`config.mk`:
```
export PLATFORM = sky130hd
export DESIGN_NAME = hamming_channel_error_injector
export DESIGN_NICKNAME = d
export VERILOG_FILES = /design/src/rtl/hamming_chan_pkg.sv /design/src/rtl/hamming_channel_error_injector_frame_tracker.sv /design/src/rtl/hamming_channel_error_injector.sv
export SDC_FILE = /design/constraint.sdc
export NUM_CORES = 1
export LEC_CHECK = 0
export ABC_AREA = 1
export BUFFER_PORTS_ARGS = -buffer_cell sky130_fd_sc_hd__buf_2
export CAP_MARGIN = 20
export CORE_MARGIN = 2
export CORE_UTILIZATION = 50
export DETAILED_ROUTE_END_ITERATION = 6
export HOLD_SLACK_MARGIN = 0.02
export PLACE_DENSITY_LB_ADDON = 0.12
export SETUP_SLACK_MARGIN = 0.4
export SLEW_MARGIN = 10
export SYNTH_ARGS = -nofsm -noshare
export SYNTH_HDL_FRONTEND = slang
export SYNTH_SLANG_ARGS = --single-unit
```
`constraint.sdc`:
```
create_clock -name clk -period 3.5 [get_ports clk]
set_clock_uncertainty 0.2 [all_clocks]
set_input_delay 0 -clock clk [delete_from_list [all_inputs] [get_ports clk]]
set_output_delay 0 -clock clk [all_outputs]
set_load 0.005 [all_outputs]
```
`src/rtl/hamming_chan_pkg.sv`:
```
// Shared constants, state encoding and position range check for the Hamming(15,11)
// channel error injector.
package hamming_chan_pkg;

  localparam int FRAME_LEN = 15;
  localparam int POS_W     = 4;

  typedef enum logic {
    IDLE  = 1'b0,
    FRAME = 1'b1
  } state_t;

  // Positions are 1-based; 0 and anything beyond the frame length mean "no injection".
  function automatic logic pos_in_range(input logic [POS_W-1:0] pos, input int unsigned frame_len);
    return (pos != '0) && (32'(pos) <= frame_len);
  endfunction

endpackage

```
`src/rtl/hamming_channel_error_injector_frame_tracker.sv`:
```
// Frame boundary tracker: IDLE/FRAME state, bit position within the frame, resync on
// an early SOF and a registered one-cycle frame_err pulse.
module hamming_frame_tracker
  import hamming_chan_pkg::*;
#(
  parameter int LEN = FRAME_LEN
) (
  input  logic             clk,
  input  logic             rst,
  input  logic             valid_i,
  input  logic             sof_i,
  output logic             start_o,
  output logic             in_frame_o,
  output logic [POS_W-1:0] pos_o,
  output logic             frame_err_o
);

  localparam logic [POS_W-1:0] LAST_POS = POS_W'(LEN);

  state_t           state_q, state_d;
  logic [POS_W-1:0] pos_q, pos_d;
  logic             frame_err_q, frame_err_d;

  // pos_q holds the position the next in-frame bit will occupy.
  always_comb begin
    state_d     = state_q;
    pos_d       = pos_q;
    frame_err_d = 1'b0;
    start_o     = valid_i & sof_i;
    in_frame_o  = valid_i & (sof_i | (state_q == FRAME));
    pos_o       = sof_i ? POS_W'(1) : pos_q;
    if (valid_i) begin
      if (sof_i) begin
        frame_err_d = (state_q == FRAME);
        state_d     = FRAME;
        pos_d       = POS_W'(2);
      end else if (state_q == FRAME) begin
        if (pos_q == LAST_POS) begin
          state_d = IDLE;
          pos_d   = '0;
        end else begin
          pos_d = pos_q + 1'b1;
        end
      end else begin
        frame_err_d = 1'b1;
      end
    end
  end

  always_ff @(posedge clk) begin
    if (rst) begin
      state_q     <= IDLE;
      pos_q       <= '0;
      frame_err_q <= 1'b0;
    end else begin
      state_q     <= state_d;
      pos_q       <= pos_d;
      frame_err_q <= frame_err_d;
    end
  end

  assign frame_err_o = frame_err_q;

endmodule

```
`src/rtl/hamming_channel_error_injector.sv`:
```
// Serial channel error injector between the Hamming(15,11) encoder and decoder.
// Define HAMMING_INJ_DOUBLE_EN to add inj_pos2 for a second flipped position per frame.
module hamming_channel_error_injector #(
  parameter int FRAME_LEN = hamming_chan_pkg::FRAME_LEN,
  parameter int CNT_W     = 8
) (
  input  logic                              clk,
  input  logic                              rst,
  input  logic                              bit_in_valid,
  input  logic                              bit_in,
  input  logic                              sof_in,
  input  logic                              inj_en,
  input  logic [hamming_chan_pkg::POS_W-1:0] inj_pos,
  input  logic [hamming_chan_pkg::POS_W-1:0] inj_every,
`ifdef HAMMING_INJ_DOUBLE_EN
  input  logic [hamming_chan_pkg::POS_W-1:0] inj_pos2,
`endif
  output logic                              bit_out,
  output logic                              bit_out_valid,
  output logic                              sof_out,
  output logic                              flipped,
  output logic                              frame_err,
  output logic [CNT_W-1:0]                  inj_count
);

  import hamming_chan_pkg::*;

  localparam logic [CNT_W-1:0] CNT_MAX = '1;

  logic             start, in_frame;
  logic [POS_W-1:0] beat_pos;

  logic [POS_W-1:0] pos_l_q, pos_l_d;
  logic [POS_W-1:0] period_q, period_d;
  logic             armed_q, armed_d;
  logic             bit_out_q, bit_out_d;
  logic             valid_q, sof_q, flipped_q;
  logic             flip;
  logic [CNT_W-1:0] cnt_q, cnt_d;
`ifdef HAMMING_INJ_DOUBLE_EN
  logic [POS_W-1:0] pos2_l_q, pos2_l_d;
  logic             armed2_q, armed2_d;
`endif

  hamming_frame_tracker #(
    .LEN(FRAME_LEN)
  ) u_tracker (
    .clk        (clk),
    .rst        (rst),
    .valid_i    (bit_in_valid),
    .sof_i      (sof_in),
    .start_o    (start),
    .in_frame_o (in_frame),
    .pos_o      (beat_pos),
    .frame_err_o(frame_err)
  );

  // On a SOF beat the _d values are the freshly latched config, so the SOF bit itself
  // (position 1) can be flipped without waiting for the registers.
  always_comb begin
    pos_l_d  = pos_l_q;
    armed_d  = armed_q;
    period_d = period_q;
`ifdef HAMMING_INJ_DOUBLE_EN
    pos2_l_d = pos2_l_q;
    armed2_d = armed2_q;
`endif
    if (start) begin
      pos_l_d  = inj_pos;
      armed_d  = inj_en & (period_q == '0) & pos_in_range(inj_pos, FRAME_LEN);
      period_d = (period_q >= inj_every) ? '0 : period_q + 1'b1;
`ifdef HAMMING_INJ_DOUBLE_EN
      pos2_l_d = inj_pos2;
      armed2_d = inj_en & (period_q == '0) & pos_in_range(inj_pos2, FRAME_LEN)
               & (inj_pos2 != inj_pos);
`endif
    end
    flip = in_frame & armed_d & (beat_pos == pos_l_d);
`ifdef HAMMING_INJ_DOUBLE_EN
    flip = flip | (in_frame & armed2_d & (beat_pos == pos2_l_d));
`endif
    bit_out_d = bit_in_valid ? (bit_in ^ flip) : bit_out_q;
    cnt_d     = (flip && (cnt_q != CNT_MAX)) ? cnt_q + 1'b1 : cnt_q;
  end

  always_ff @(posedge clk) begin
    if (rst) begin
      pos_l_q   <= '0;
      period_q  <= '0;
      armed_q   <= 1'b0;
      bit_out_q <= 1'b0;
      valid_q   <= 1'b0;
      sof_q     <= 1'b0;
      flipped_q <= 1'b0;
      cnt_q     <= '0;
`ifdef HAMMING_INJ_DOUBLE_EN
      pos2_l_q  <= '0;
      armed2_q  <= 1'b0;
`endif
    end else begin
      pos_l_q   <= pos_l_d;
      period_q  <= period_d;
      armed_q   <= armed_d;
      bit_out_q <= bit_out_d;
      valid_q   <= bit_in_valid;
      sof_q     <= start;
      flipped_q <= flip;
      cnt_q     <= cnt_d;
`ifdef HAMMING_INJ_DOUBLE_EN
      pos2_l_q  <= pos2_l_d;
      armed2_q  <= armed2_d;
`endif
    end
  end

  assign bit_out       = bit_out_q;
  assign bit_out_valid = valid_q;
  assign sof_out       = sof_q;
  assign flipped       = flipped_q;
  assign inj_count     = cnt_q;

endmodule

```
# [Word-level counts from Yosys, hierarchy flattened]
# Cells that the tools add are included.
[totals] word_cells=45 inputBits=14 output_inout_bits=13 reg_bits=27
[classes] n_addsub=3 muxes=12 n_lt_le_gt_ge=1 eq_ne=3 reduce_logical=6 bitwise_logic=9
[ops] cell="$mux 4" count=6
[ops] cell="$add 4x1->4 const B" count=2
[ops] cell="$add 8x1->8 const B" count=1
[ops] cell="$ne 8x8->1 const B" count=1
[ops] cell="$and 1x1->1" count=6
[ops] cell="$mux 1" count=6
[ops] cell="$eq 4x4->1" count=1
[ops] cell="$eq 4x4->1 const B" count=1
[ops] cell="$ge 4x4->1" count=1
[ops] cell="$logic_not 4->1" count=1
[ops] cell="$reduce_bool 4->1" count=1
[ops] cell="$reduce_and 2->1" count=1
[ops] cell="$reduce_bool 2->1" count=1
[ops] cell="$reduce_or 2->1" count=1
[ops] cell="$logic_and 1x1->1" count=1
[ops] cell="$not 1->1" count=1
[ops] cell="$or 1x1->1" count=1
[ops] cell="$xor 1x1->1" count=1

# [Longest topological paths before layout]
[depth] word_depth=7 depth_mapped=12

# [Hierarchy]
# Synthesis repeated with hierarchy kept, for this count alone.
[unflattened] hier_cells=226 hier_area_um2=1689.1
[by_module_without_submodules] module="hamming_channel_error_injector" cells_per_inst=177 area_per_inst_um2=1357.6 seq_area_each_um2=420.4 instances=1
[by_module_without_submodules] module="hamming_frame_tracker" cells_per_inst=49 area_per_inst_um2=331.6 seq_area_each_um2=120.1 instances=1

# [Worst setup path after synthesis]
# No wires, ideal clock.
[synth_timing] path_kind="register to register" from="register cnt_q[0] (netlist: inj_count[0])" to="register cnt_q[1] (netlist: inj_count[1])" stages_incl_launch_ff=8 t_arrival_ns=1.410 required_time_ns=3.229 setup_slack_ns=1.819 synth_period_minus_slack_ns=1.681 cell_sequence="dfxtp_1 -> ha_1 -> nand2_1 -> nor3b_1 -> nand2_2 -> nand4_2 -> nand2_1 -> a21oi_1"
[synth_via] elab_chain_len=2 elab_cells_between_ends=3 cone_classes="add/sub (1); eq/ne (1); reduce/logical (1)"
[synth_rtl] element="from (decl)" line_no="hamming_channel_error_injector.sv:39" rtl="logic [CNT_W-1:0] cnt_q, cnt_d;"
[synth_rtl] element="from (signal assigned)" line_no="hamming_channel_error_injector.sv:108" rtl="cnt_q <= cnt_d;"
[synth_rtl] element="branches (longest 2 deep; another with $add 8x1->8)"
# Several ways; the timed one is not identified.
# A chain may end at the register's enable or synchronous reset.

# [Final worst setup path]
[layout_timing] from="input sof_in" to="register bit_out_q (netlist: bit_out)"
[layout_via] elab_chain_len=5 elab_cells_between_ends=10 cone_classes="eq/ne (1); mux (3); bitwise (6)"
[layout_rtl] element="from (decl)" line_no="hamming_channel_error_injector.sv:11" rtl="input logic sof_in,"
[layout_rtl] element="$and 1x1->1 / $or 1x1->1 (equally long branches)" line_no="hamming_channel_error_injector_frame_tracker.sv:29, hamming_channel_error_injector_frame_tracker.sv:30"
[layout_rtl] element="$mux 4, or another cell as far along" line_no="hamming_channel_error_injector.sv:68" rtl="if (start) begin"
[layout_rtl] element="$eq 4x4->1 / $and 1x1->1 (equally long branches)" line_no="hamming_channel_error_injector.sv:78" rtl="flip = in_frame & armed_d & (beat_pos == pos_l_d);"
[layout_rtl] element="$and 1x1->1 (*)" line_no="hamming_channel_error_injector.sv:78"
[layout_rtl] element="$xor 1x1->1 (*)" line_no="hamming_channel_error_injector.sv:82" rtl="bit_out_d = bit_in_valid ? (bit_in ^ flip) : bit_out_q;"
[layout_rtl] element="to (signal assigned)" line_no="hamming_channel_error_injector.sv:104" rtl="bit_out_q <= bit_out_d;"
[layout_rtl] element="to (decl)" line_no="hamming_channel_error_injector.sv:36" rtl="logic bit_out_q, bit_out_d;"
# Every way passes the cells marked *; elsewhere a longest branch is shown, timed or not.

==> flow_summary.json <==
{
  "areaGrowthSynthToFinish_pct": 26.8,
  "cts_buffers": 3,
  "clock_latency_ns": 0.32,
  "setup_tns_ns": 0,
  "critical-path-top-delay-family": "buffers and inverters",
  "finalSetupViolations": 0,
  "ios": 27,
  "final_nets": 293,
  "drv_slew": 0,
  "grt_usage": 0.195,
  "rows": 20,
  "hold_viol": 0,
  "critPathMaxStageDelay_ns": 0.55,
  "drcViolationCount": 0,
  "path_class": "in2reg",
  "mostFrequentLayoutCell": "nand2_1",
  "peakVddDrop_mv": 0.255,
  "slowest_stage": "dlygate4sd3_1",
  "cts_setup_buffers": 0,
  "worstPathRequired_ns": 3.54,
  "portBuffers": 26,
  "yosysWarningCount": 0,
  "n_antenna_cell": 0,
  "die_area_sq_um": 3600,
  "grt-ovfl-total": 0,
  "via_per_inst": 4.79,
  "wire_per_inst_microns": 10.5,
  "crit_path_cell_trace": "dlygate4sd3_1 > clkbuf_4 > inv_1 > ha_1 > nor2_2 > nand2_1 > nor2_2 > nand3_1 > nand2_1 > nand3_1 > dlygate4sd3_1 > nand2_1 > dlygate4sd3_1 > inv_1",
  "relSlewSlack": 0.720,
  "htree_num_levels": 1,
  "max_freq_ghz": 0.343,
  "vias": 1498,
  "clk_path_buf_depth": 2,
  "crit_path_start_kind": "input pin",
  "netlist_area_sq_um": 1570,
  "fin_crit_sh": 0.832,
  "final_cell_mix": "nand2_1, inv_1, nand3_1, dfxtp_1",
  "place_area_sq_um": 1710,
  "final_area_sq_um": 1990,
  "synth_cells": 220,
  "synth_cell_types": 24,
  "die_w_microns": 60.0,
  "start_util": 0.518,
  "antenna_found_initial": 0,
  "syn_nets": 243,
  "min_period_ns": 2.91,
  "die_h_microns": 60.0,
  "gp_congestion": 0.817,
  "critPathBufInv": 6,
  "rsz0062_at_grt": "no",
  "cts-root-buf": "clkbuf_4",
  "wirelength_microns": 3270,
  "crit_path_end_kind": "flop",
  "drtAntennaViolNets": 0,
  "syn_avg_cell_area_sq_um": 7.13,
  "worst_pin_slew_ns": 0.420,
  "path_max_fanout": 14,
  "drt_iter0_markers": 58,
  "path_clk_slew_ns": 0.14,
  "cts_tree": "yes",
  "max-cap-violations": 0,
  "grt_pass1_vias": 1305,
  "synth_seq_cells": 27,
  "drt-pass1-iter-count": 4,
  "core_sq_um": 3030,
  "arrival_ns": 2.95,
  "ys_seq_area_frac": 0.345,
  "cts_sinks": 27,
  "drive_gt1_frac": 0.156,
  "grt_first_pass_wirelength_microns": 5460,
  "status": "complete, no violations",
  "fin_hold_ws_ns": 0.125,
  "grt_max_degree": 24,
  "dp_hpwl_microns": 2260,
  "hold_path_class": "in2reg",
  "fill_cells": 275,
  "p_per_area_nw_per_um2": 284,
  "total_leakage_power_nw": 0.948
}
power breakdown:
group          total (W)  switching, W  internal (W)
combinational   0.000106     0.0000588     0.0000475
clock           0.000135     0.0000908     0.0000446
sequential      0.000323    0.00000594      0.000317
total           0.000565      0.000155      0.000409
state kept, by name, indices dropped and copies added (netlist names):
register and cells:
armed_q 1, sof_out 1, bit_out_valid 1, u_tracker.frame_err_o 1, u_tracker.pos_q 4, pos_l_q 4, u_tracker.state_q 1, inj_count 8
period_q 4, flipped 1, bit_out 1
worst paths after layout:
path         cells after the start                        endpoint  slack [ns]                           start
max                             14            bit_out$_SDFFE_PP0P_        0.59                          sof_in
min reg2reg                      2  u_tracker.state_q$_SDFFE_PP0P_        0.29  u_tracker.state_q$_SDFFE_PP0P_
min                              7        period_q[2]$_SDFFE_PP0P_        0.13                    inj_every[0]
max reg2reg                     13            bit_out$_SDFFE_PP0P_        0.70        period_q[0]$_SDFFE_PP0P_
metrics by stage:
stage	worst slack [ns]	power, W	util	std cells
6_report	0.587	0.000565	0.657	313
5_1_grt	0.429	0.000598	0.657	313
4_1_cts	0.516	0.000571	0.653	313
3_5_place_dp	1.62	0.000415	0.565	285
3_3_place_gp	1.63	0.000414	0.565	285
2_1_floorplan	1.82	0.000393	-	220
what timing repair did:
item | CTS | global route
resized for setup | 0 | 3
endpoints found under the hold margin | 22 | 0
hold buffers | 24 | 0
setup endpoints to repair | 0 | 1
final cells by class:
| class | count | area, sq um | share of cell area |
|---|---|---|---|
| Timing Repair Buffer | 50 | 373 | 0.188 |
| Multi-Input combinational cell | 157 | 877 | 0.441 |
| Sequential cell | 27 | 541 | 0.272 |
| Tap cell | 44 | 55.1 | 0.0277 |
| Clock buffer | 4 | 26.3 | 0.0132 |
| Inverter | 31 | 116 | 0.0585 |
logic make-up after synthesis:
group	count (synthesis)	synth area share
compound gates	28	0.0982
xor+xnor	8	0.0447
fa+ha+maj	9	0.0718
buf+inv	36	0.101
flops	27	0.345
simple gates	112	0.340
cells in the mapped netlist (all sizes together):
master,number,area [sq um]
a21oi,22,114
o211ai,1,7.51
a211oi,3,22.5
nand4,4,31.3
ha,9,113
clkbuf,2,7.51
nor2,29,135
xor2,8,70.1
nand2,47,194
dfxtp,27,541
inv,31,116
o21ai,2,10.0
nor3,2,10.0
nand3,29,155
nor3b,1,7.51
buf,3,33.8
routing by layer:
layer  GRT usage  part of all wire  vias to the layer above
li1            -                 -                      811
met1       0.243              0.48                      672
met2       0.351              0.50                       13
met3      0.0390             0.020                        2
met4      0.0286            0.0031                        0
met5           0                 0                        -
worst register-to-register path, cell delays in order (launching register included):
cell           delay [ns]
dfxtp_1              0.36
inv_1                0.11
ha_1                 0.15
nand2_1              0.09
nor2_4               0.09
nand3_2              0.10
a21oi_2              0.20
nand3_1              0.12
nand2_1              0.07
nand3_1              0.05
dlygate4sd3_1        0.55
nand2_1              0.05
dlygate4sd3_1        0.54
inv_1                0.04
(Power assumes the default switching activity.)
